$ cat config.mk
export PLATFORM = sky130hd
export DESIGN_NAME = pulse_stretch_mc_flat
export DESIGN_NICKNAME = d
export VERILOG_FILES = /design/src/rtl/pulse_stretch_mc_if.sv /design/src/rtl/pulse_stretch_mc.sv /design/src/flat_wrapper.sv
export SDC_FILE = /design/constraint.sdc
export NUM_CORES = 1
export LEC_CHECK = 0
export ABC_AREA = 1
export BUFFER_PORTS_ARGS = -buffer_cell sky130_fd_sc_hd__clkbuf_2
export CAP_MARGIN = 20
export CORE_MARGIN = 8
export CORE_UTILIZATION = 45
export CTS_BUF_LIST = sky130_fd_sc_hd__clkbuf_8
export DETAILED_ROUTE_END_ITERATION = 10
export SLEW_MARGIN = 20
export SYNTH_ARGS = -nofsm -noshare
export SYNTH_HDL_FRONTEND = slang
export SYNTH_SLANG_ARGS = --single-unit
$ cat constraint.sdc
create_clock -name clk_f -period 4.3 [get_ports clk_f]
set_clock_uncertainty 0.15 [all_clocks]
set_input_delay 0 -clock clk_f [delete_from_list [all_inputs] [get_ports clk_f]]
set_output_delay 0 -clock clk_f [all_outputs]
set_load 0.03 [all_outputs]
$ cat src/rtl/pulse_stretch_mc_if.sv
// rtl/pulse_stretch_mc_if.sv - per-channel event/level bundle for the pulse stretcher
interface pulse_stretch_mc_if #(
    parameter int CH = 4
) ();
    logic [CH-1:0] pulse_f;
    logic [CH-1:0] ovf_clr;
    logic [CH-1:0] level_out;
    logic [CH-1:0] busy;
    logic [CH-1:0] overflow;

    modport master (
        output pulse_f,
        output ovf_clr,
        input  level_out,
        input  busy,
        input  overflow
    );

    modport slave (
        input  pulse_f,
        input  ovf_clr,
        output level_out,
        output busy,
        output overflow
    );
endinterface

$ cat src/rtl/pulse_stretch_mc.sv
// rtl/pulse_stretch_mc.sv - multi-channel pulse stretcher for fast-to-slow single-bit crossings
module pulse_stretch_mc #(
    parameter int CH      = 4,
    parameter int STRETCH = 3,
    parameter int GAP     = 3,
    parameter int PEND_W  = 2
) (
    input  logic              clk_f,
    input  logic              rst_n,
    pulse_stretch_mc_if.slave io
);
    localparam logic [1:0] ST_IDLE = 2'd0;
    localparam logic [1:0] ST_HIGH = 2'd1;
    localparam logic [1:0] ST_GAP  = 2'd2;

    localparam int MAX_LEN = (STRETCH > GAP) ? STRETCH : GAP;
    localparam int CNT_W   = $clog2(MAX_LEN + 1);

    localparam logic [CNT_W-1:0]  CNT_HIGH = CNT_W'(STRETCH - 1);
    localparam logic [CNT_W-1:0]  CNT_GAP  = CNT_W'(GAP - 1);
    localparam logic [PEND_W-1:0] PEND_MAX = '1;

    logic [CH-1:0] level_vec;
    logic [CH-1:0] busy_vec;
    logic [CH-1:0] ovf_vec;

    for (genvar g = 0; g < CH; g++) begin : g_ch
        logic [1:0]        state_q, state_d;
        logic [CNT_W-1:0]  cnt_q, cnt_d;
        logic [PEND_W-1:0] pend_q, pend_d;
        logic              level_q, level_d;
        logic              ovf_q, ovf_d;
        logic              pulse;
        logic              pend_nz;
        logic              ev_inc;
        logic              ev_dec;
        logic              ovf_set;

        assign pulse   = io.pulse_f[g];
        assign pend_nz = (pend_q != '0);

        // A start from IDLE or at gap end prefers a queued event; a pulse in the
        // same cycle then replaces it in the queue, leaving the count unchanged.
        always_comb begin
            state_d = state_q;
            cnt_d   = cnt_q;
            ev_inc  = 1'b0;
            ev_dec  = 1'b0;
            case (state_q)
                ST_IDLE: begin
                    if (pulse || pend_nz) begin
                        state_d = ST_HIGH;
                        cnt_d   = CNT_HIGH;
                        ev_dec  = pend_nz;
                        ev_inc  = pulse && pend_nz;
                    end
                end
                ST_HIGH: begin
                    ev_inc = pulse;
                    if (cnt_q == '0) begin
                        state_d = ST_GAP;
                        cnt_d   = CNT_GAP;
                    end else begin
                        cnt_d = cnt_q - 1'b1;
                    end
                end
                ST_GAP: begin
                    if (cnt_q != '0) begin
                        cnt_d  = cnt_q - 1'b1;
                        ev_inc = pulse;
                    end else if (pulse || pend_nz) begin
                        state_d = ST_HIGH;
                        cnt_d   = CNT_HIGH;
                        ev_dec  = pend_nz;
                        ev_inc  = pulse && pend_nz;
                    end else begin
                        state_d = ST_IDLE;
                    end
                end
                default: begin
                    state_d = ST_IDLE;
                    cnt_d   = '0;
                end
            endcase
        end

        always_comb begin
            pend_d  = pend_q;
            ovf_set = 1'b0;
            if (ev_inc && !ev_dec) begin
                if (pend_q == PEND_MAX) begin
                    ovf_set = 1'b1;
                end else begin
                    pend_d = pend_q + 1'b1;
                end
            end else if (ev_dec && !ev_inc) begin
                pend_d = pend_q - 1'b1;
            end
            // Set beats clear so a drop in the clearing cycle is never hidden.
            if (ovf_set) begin
                ovf_d = 1'b1;
            end else if (io.ovf_clr[g]) begin
                ovf_d = 1'b0;
            end else begin
                ovf_d = ovf_q;
            end
            level_d = (state_d == ST_HIGH);
        end

        always_ff @(posedge clk_f or negedge rst_n) begin
            if (!rst_n) begin
                state_q <= ST_IDLE;
                cnt_q   <= '0;
                pend_q  <= '0;
                level_q <= 1'b0;
                ovf_q   <= 1'b0;
            end else begin
                state_q <= state_d;
                cnt_q   <= cnt_d;
                pend_q  <= pend_d;
                level_q <= level_d;
                ovf_q   <= ovf_d;
            end
        end

        assign level_vec[g] = level_q;
        assign busy_vec[g]  = (state_q != ST_IDLE) || pend_nz;
        assign ovf_vec[g]   = ovf_q;
    end

    assign io.level_out = level_vec;
    assign io.busy      = busy_vec;
    assign io.overflow  = ovf_vec;
endmodule

$ cat src/flat_wrapper.sv
// flat-port wrapper written by rule: the top's interface ports become plain ports
module pulse_stretch_mc_flat 
#(
    parameter int CH      = 4,
    parameter int STRETCH = 3,
    parameter int GAP     = 3,
    parameter int PEND_W  = 2
)
  (clk_f, rst_n, io_pulse_f, io_ovf_clr, io_level_out, io_busy, io_overflow);
  pulse_stretch_mc_if #(.CH(CH)) io_i ();
  input  logic clk_f;
  input  logic rst_n;
  input wire logic [$bits(io_i.pulse_f)-1:0] io_pulse_f;
  input wire logic [$bits(io_i.ovf_clr)-1:0] io_ovf_clr;
  output wire logic [$bits(io_i.level_out)-1:0] io_level_out;
  output wire logic [$bits(io_i.busy)-1:0] io_busy;
  output wire logic [$bits(io_i.overflow)-1:0] io_overflow;
  assign io_i.pulse_f = io_pulse_f;
  assign io_i.ovf_clr = io_ovf_clr;
  assign io_level_out = io_i.level_out;
  assign io_busy = io_i.busy;
  assign io_overflow = io_i.overflow;
  pulse_stretch_mc #(.CH(CH), .STRETCH(STRETCH), .GAP(GAP), .PEND_W(PEND_W)) u_core (.clk_f(clk_f), .rst_n(rst_n), .io(io_i));
endmodule
; ---- Yosys cells after proc, flatten, opt, wreduce, memory -nomap -nowiden
; Cells that the tools add are included.
[classes]
add_sub_neg = 12
n_eq_ne = 20
mux = 88
n_reduce_logical = 60
[op_table]
columns = cell, count
row1 = two-way mux 2 bit, 36
row2 = case mux 2 bit (3 select lines), 8
row3 = nonzero test 2 bit, 20
row4 = two-way mux 1 bit, 36
row5 = "equality test 2 x 1 -> 1 bit, second input constant", 8
row6 = "equality test 2 bit, second input constant", 8
row7 = logical NOT 2 bit, 8
row8 = "subtractor 2 x 1 -> 2 bit, second input constant", 8
row9 = logical AND 1 bit, 12
row10 = case mux 1 bit (3 select lines), 4
row11 = "adder 2 x 1 -> 2 bit, second input constant", 4
row12 = logical NOT 1 bit, 8
row13 = logical OR 1 bit, 8
row14 = "!= test 2 bit, second input constant", 4
row15 = case mux 1 bit (2 select lines), 4
row16 = AND reduction 2 bit, 4
[word_totals]
reg_bits = 32
in_bits = 10
out_inout_bits = 12
word_cells = 200

; ---- Logic depth before layout (Yosys ltp)
[depth]
word_depth = 9
depth_mapped = 10
ltp_nobuf = 10

; ---- Worst setup path before layout
; No wires, ideal clock.
[synth_path]
path_type = register to register
from = register u_core.g_ch[3].cnt_q[0]
to = register u_core.g_ch[3].pend_q[0]
setup_time_ns = 0.130
arrival_time_ns = 1.181
t_required_ns = 4.020
slack_ns = 2.839
stages_incl_launch_ff = 9
n_path_buf = 0
synth_period_minus_slack_ns = 1.461
path_cell_list = dfrtp_1 inv_1 ha_1 inv_1 nand2_2 nand2_2 or2_1 o211ai_1 nand3_1
[synth_between]
elab_chain_cells = 7
word_cells_on_any_way = 13
classes_between = eq/ne (1) / mux (5) / reduce/logical (7)
[synth_lines]
columns = item, line_no
row1 = "start, declared", pulse_stretch_mc.sv:29  ; logic [CNT_W-1:0] cnt_q, cnt_d;
row2 = "start signal, assigned", pulse_stretch_mc.sv:119  ; cnt_q <= cnt_d;
row3 = nonzero test 2 bit *, pulse_stretch_mc.sv:68  ; if (cnt_q != '0) begin
row4 = two-way mux 1 bit, pulse_stretch_mc.sv:68
row5 = case mux 1 bit (2 select lines) / case mux 1 bit (3 select lines) (equally long branches), pulse_stretch_mc.sv:49  ; case (state_q)
row6 = logical NOT 1 bit (on tied branches), "pulse_stretch_mc.sv:90, pulse_stretch_mc.sv:96"
row7 = logical AND 1 bit (on tied branches), "pulse_stretch_mc.sv:90, pulse_stretch_mc.sv:96"
row8 = != test 2 bit (no line) / nonzero test 2 bit (equally long branches), -
row9 = AND reduction 2 bit (no line), -
row10 = "end signal, assigned", pulse_stretch_mc.sv:120  ; pend_q <= pend_d;
row11 = "end, declared", pulse_stretch_mc.sv:30  ; logic [PEND_W-1:0] pend_q, pend_d;
; Every way passes the cells marked *; elsewhere a longest branch is shown, timed or not.
; A chain may end at the register's enable or synchronous reset.

; ---- Final worst setup path
[layout_path]
from = register u_core.g_ch[2].cnt_q[0]
to = register u_core.g_ch[2].ovf_q
[layout_between]
elab_chain_cells = 7
word_cells_on_any_way = 10
classes_between = mux (6) / reduce/logical (4)
[layout_lines]
columns = item, line_no
row1 = "start, declared", pulse_stretch_mc.sv:29
row2 = "start signal, assigned", pulse_stretch_mc.sv:119
row3 = nonzero test 2 bit *, pulse_stretch_mc.sv:68
row4 = two-way mux 1 bit, pulse_stretch_mc.sv:68
row5 = case mux 1 bit (2 select lines), pulse_stretch_mc.sv:49
row6 = logical NOT 1 bit, pulse_stretch_mc.sv:90  ; if (ev_inc && !ev_dec) begin
row7 = logical AND 1 bit *, pulse_stretch_mc.sv:90
row8 = two-way mux 1 bit *, pulse_stretch_mc.sv:90
row9 = two-way mux 1 bit / nonzero test 2 bit (equally long branches), -
row10 = "end signal, assigned", pulse_stretch_mc.sv:122  ; ovf_q <= ovf_d;
row11 = "end, declared", pulse_stretch_mc.sv:32  ; logic ovf_q, ovf_d;
; Marked as above.

==> metrics.md <==
| Metric | Value |
|---|---|
| Status | `completed` |
| Crit end category | `flip-flop` |
| # IOs | `22` |
| Fmax | `492.1 MHz` |
| Synth Area per Inst | `7.711 um^2` |
| Total power | `1.634 mW` |
| FILL cells | `396` |
| Share of the synthesized area in the top cell type | `42.38%` |
| Clk sinks | `32` |
| Primary FF master, synth | `dfrtp_1` |
| Post-synth EDFFs | `0` |
| Initial antenna violation count | `0` |
| CTS Root Cell | `clkbuf_8` |
| CP startpoint kind | `flip-flop` |
| Synth top area cells | `dfrtp_1, inv_1, nand2_1, ha_1, o21ai_0` |
| First-pass GRT wire length | `6.258 mm` |
| Largest net degree at the start of global routing | `33` |
| Skew-Pair Late Insertion Delay | `0.28 ns` |
| Max Cap Violations | `0` |
| CTS clk-pin slew, worst paths | `0.06 ns` |
| Final Hold Fails | `0` |
| Mapped cell area | `1889 um^2` |
| Mapped Cells | `245` |
| P&R area growth vs syn | `15.63%` |
| Final Cycle Share | `47.26%` |
| Drt drc | `0` |
| Post-DR wirelength/cell | `10.34 um` |
| Starting utilization of the core area | `46.89%` |
| Vias/cell | `4.634` |
| Setup TNS | `0 ns` |
| Fin. max-slew vios | `0` |
| Asr flop ratio synth | `100.0%` |
| Layout Utilization | `54.22%` |
| R2r startpoint | `u_core.g_ch[2].cnt_q[0]$_DFF_PN0_` |
| Number of global-route vias before repair | `1464` |
| Remaining Overflow, GRT | `0` |
| Peak supply drop | `0.0003164 V` |
| Hold-fix buffers, CTS | `12` |
| Final setup fails | `0` |
| CTS Buffer Depth | `2` |
| Maximum level of the CTS H-tree | `2` |
| Critical path fanouts, max | `4` |
| Yosys reg bits | `32` |
| Static Leak | `1.177 nW` |
| PortBufs | `21` |
| Row count | `23` |
| RePlAce Congestion | `0.8349` |
| Cell area power density | `747.9 nW/um^2` |
| Most frequent cell after synthesis | `inv_1` |
| N_diodes | `0` |
| Placed cell area | `1987 um^2` |
| Resize count post-CTS | `0` |
| Core area | `4029 um^2` |
| Measured slew at the worst slew-check pin | `0.7804 ns` |
| Reg-to-reg slack, setup | `2.27 ns` |
| Die Area | `6528 um^2` |
| Final ANT Viol Nets | `0` |
| Worst R2R Path Depth | `8` |
| DIE WIDTH | `80.80 um` |
| Post-synth top cells | `inv_1, nand2_1, dfrtp_1` |
| Hold_ws | `0.1786 ns` |
| WL final | `3.360 mm` |
| Syn_nets | `267` |
| CTS tree | `yes` |
| Arr. time, crit path | `2.05 ns` |
| Post-synth cell types | `22` |
| Die Ht | `80.80 um` |
| Via Count | `1506` |
| Relative slew slack | `47.97%` |
| Post-CTS Setup Repair Bufs | `0` |
| Nets | `297` |
| RSZ-0062 raised after global routing | `false` |
| Reg2reg end | `u_core.g_ch[2].ovf_q$_DFFE_PN0P_` |
| Worst Path Class, Setup | `flip-flop to flip-flop` |
| Router iterations before antenna repair | `4` |
| Inserted Clock Buffers | `5` |
| Data required, critical path | `4.32 ns` |
| Hold WC Path Type | `input pin to async pin` |
| Largest area contributor in the netlist | `dfrtp_1` |
| Register area share after synthesis | `42.38%` |
| Layout cells sized above 1 | `15.64%` |
| DRT iter0 DRCs | `64` |
| DP HPWL | `2.507 mm` |
| Post-layout instance area | `2185 um^2` |
| Post-layout min period | `2.032 ns` |
| Ys Warns | `0` |
| Total global-route track usage | `12.02%` |
-- through the flow --
stage | worst slack [ns] | cells
after floorplan | 2.839 | 245
after global placement | 2.756 | 306
after detailed placement | 2.736 | 306
after CTS | 2.280 | 325
after global routing | 2.087 | 325
final | 2.268 | 325
-- area by class of cell --
| type | instances | area (um^2) | area share (%) |
|---|---|---|---|
| timing repair buffer | 33 | 225.2 | 10.31 |
| clock inverter | 2 | 8.758 | 0.4009 |
| sequential | 32 | 800.8 | 36.66 |
| tap | 50 | 62.56 | 2.864 |
| clock buffer | 5 | 68.82 | 3.150 |
| multi-input combinational | 148 | 812.0 | 37.17 |
| inverter | 55 | 206.4 | 9.450 |
-- power breakdown --
group	total (mW)	internal, mW	switching, mW
sequential	0.581	0.449	0.132
combinational	0.843	0.297	0.546
clock	0.210	0.107	0.103
-- critical path: stages, from the launching register on --
cell           delay, ns
dfrtp_1             0.39
inv_1               0.09
ha_1                0.19
inv_1               0.09
a21oi_1             0.17
nand2_1             0.11
nand3_1             0.11
o22ai_1             0.07
dlygate4sd3_1       0.56
-- cell families (layout without fill, tap and decap cells) --
group	count (synthesis)	count (layout)	share of synthesized area, %
and+or+nand+nor	101	101	24.24
buffers and inverters	65	95	14.64
DFF	32	32	42.38
adders and majority gates	12	12	7.947
AOI/OAI and AO/OA	35	35	10.79
-- worst max-delay path by stage --
stage | startpoint | endpoint | cells past startpoint
2_1_floorplan | u_core.g_ch[3].cnt_q[0]$_DFF_PN0_ | u_core.g_ch[3].pend_q[0]$_DFFE_PN0P_ | 8
3_3_place_gp | u_core.g_ch[2].cnt_q[0]$_DFF_PN0_ | u_core.g_ch[2].pend_q[1]$_DFFE_PN0P_ | 9
3_5_place_dp | u_core.g_ch[2].cnt_q[0]$_DFF_PN0_ | u_core.g_ch[2].pend_q[0]$_DFFE_PN0P_ | 9
4_1_cts | u_core.g_ch[2].cnt_q[0]$_DFF_PN0_ | u_core.g_ch[2].ovf_q$_DFFE_PN0P_ | 8
5_1_grt | u_core.g_ch[2].cnt_q[0]$_DFF_PN0_ | u_core.g_ch[2].ovf_q$_DFFE_PN0P_ | 8
6_report | u_core.g_ch[2].cnt_q[0]$_DFF_PN0_ | u_core.g_ch[2].ovf_q$_DFFE_PN0P_ | 8
-- cells in the final DEF (no fill, tap or decap) --
| cell type | netlist | final |
|---|---|---|
| inv_1 | 51 | 52 |
| nand2_1 | 48 | 48 |
| dfrtp_1 | 32 | 32 |
| clkbuf_2 | 2 | 21 |
| o21ai_0 | 19 | 19 |
| nand3_1 | 18 | 18 |
| nor2_1 | 15 | 15 |
| ha_1 | 12 | 12 |
| dlygate4sd3_1 | 0 | 12 |
| nand2_2 | 8 | 8 |
| nand4_1 | 6 | 6 |
| clkbuf_8 | 0 | 5 |
| o22ai_1 | 4 | 4 |
| a21oi_1 | 4 | 4 |
| inv_2 | 4 | 4 |
| o211ai_1 | 3 | 3 |
| nor2_2 | 3 | 3 |
| o311ai_0 | 2 | 2 |
| o31ai_1 | 2 | 2 |
| o221ai_1 | 1 | 1 |
| nand2_4 | 1 | 1 |
| or2_1 | 1 | 1 |
| nand3b_1 | 1 | 1 |
| clkinv_2 | 0 | 1 |
-- flip-flops by register name, indices dropped and copies added, names as in the netlist --
register and cells:
u_core.g_ch.cnt_q 8, u_core.g_ch.level_q 4, u_core.g_ch.ovf_q 4, u_core.g_ch.pend_q 8, u_core.g_ch.state_q 8
-- layer usage --
layer | global-route usage [%] | vias up | wire length [um]
met3 | 4.305 | 5 | 188
met2 | 18.04 | 25 | 1390
met4 | 4.821 | 0 | 57
met5 | 0 | - | 0
met1 | 15.40 | 654 | 1723
li1 | - | 822 | -
Power figures use the tool's default switching activity.
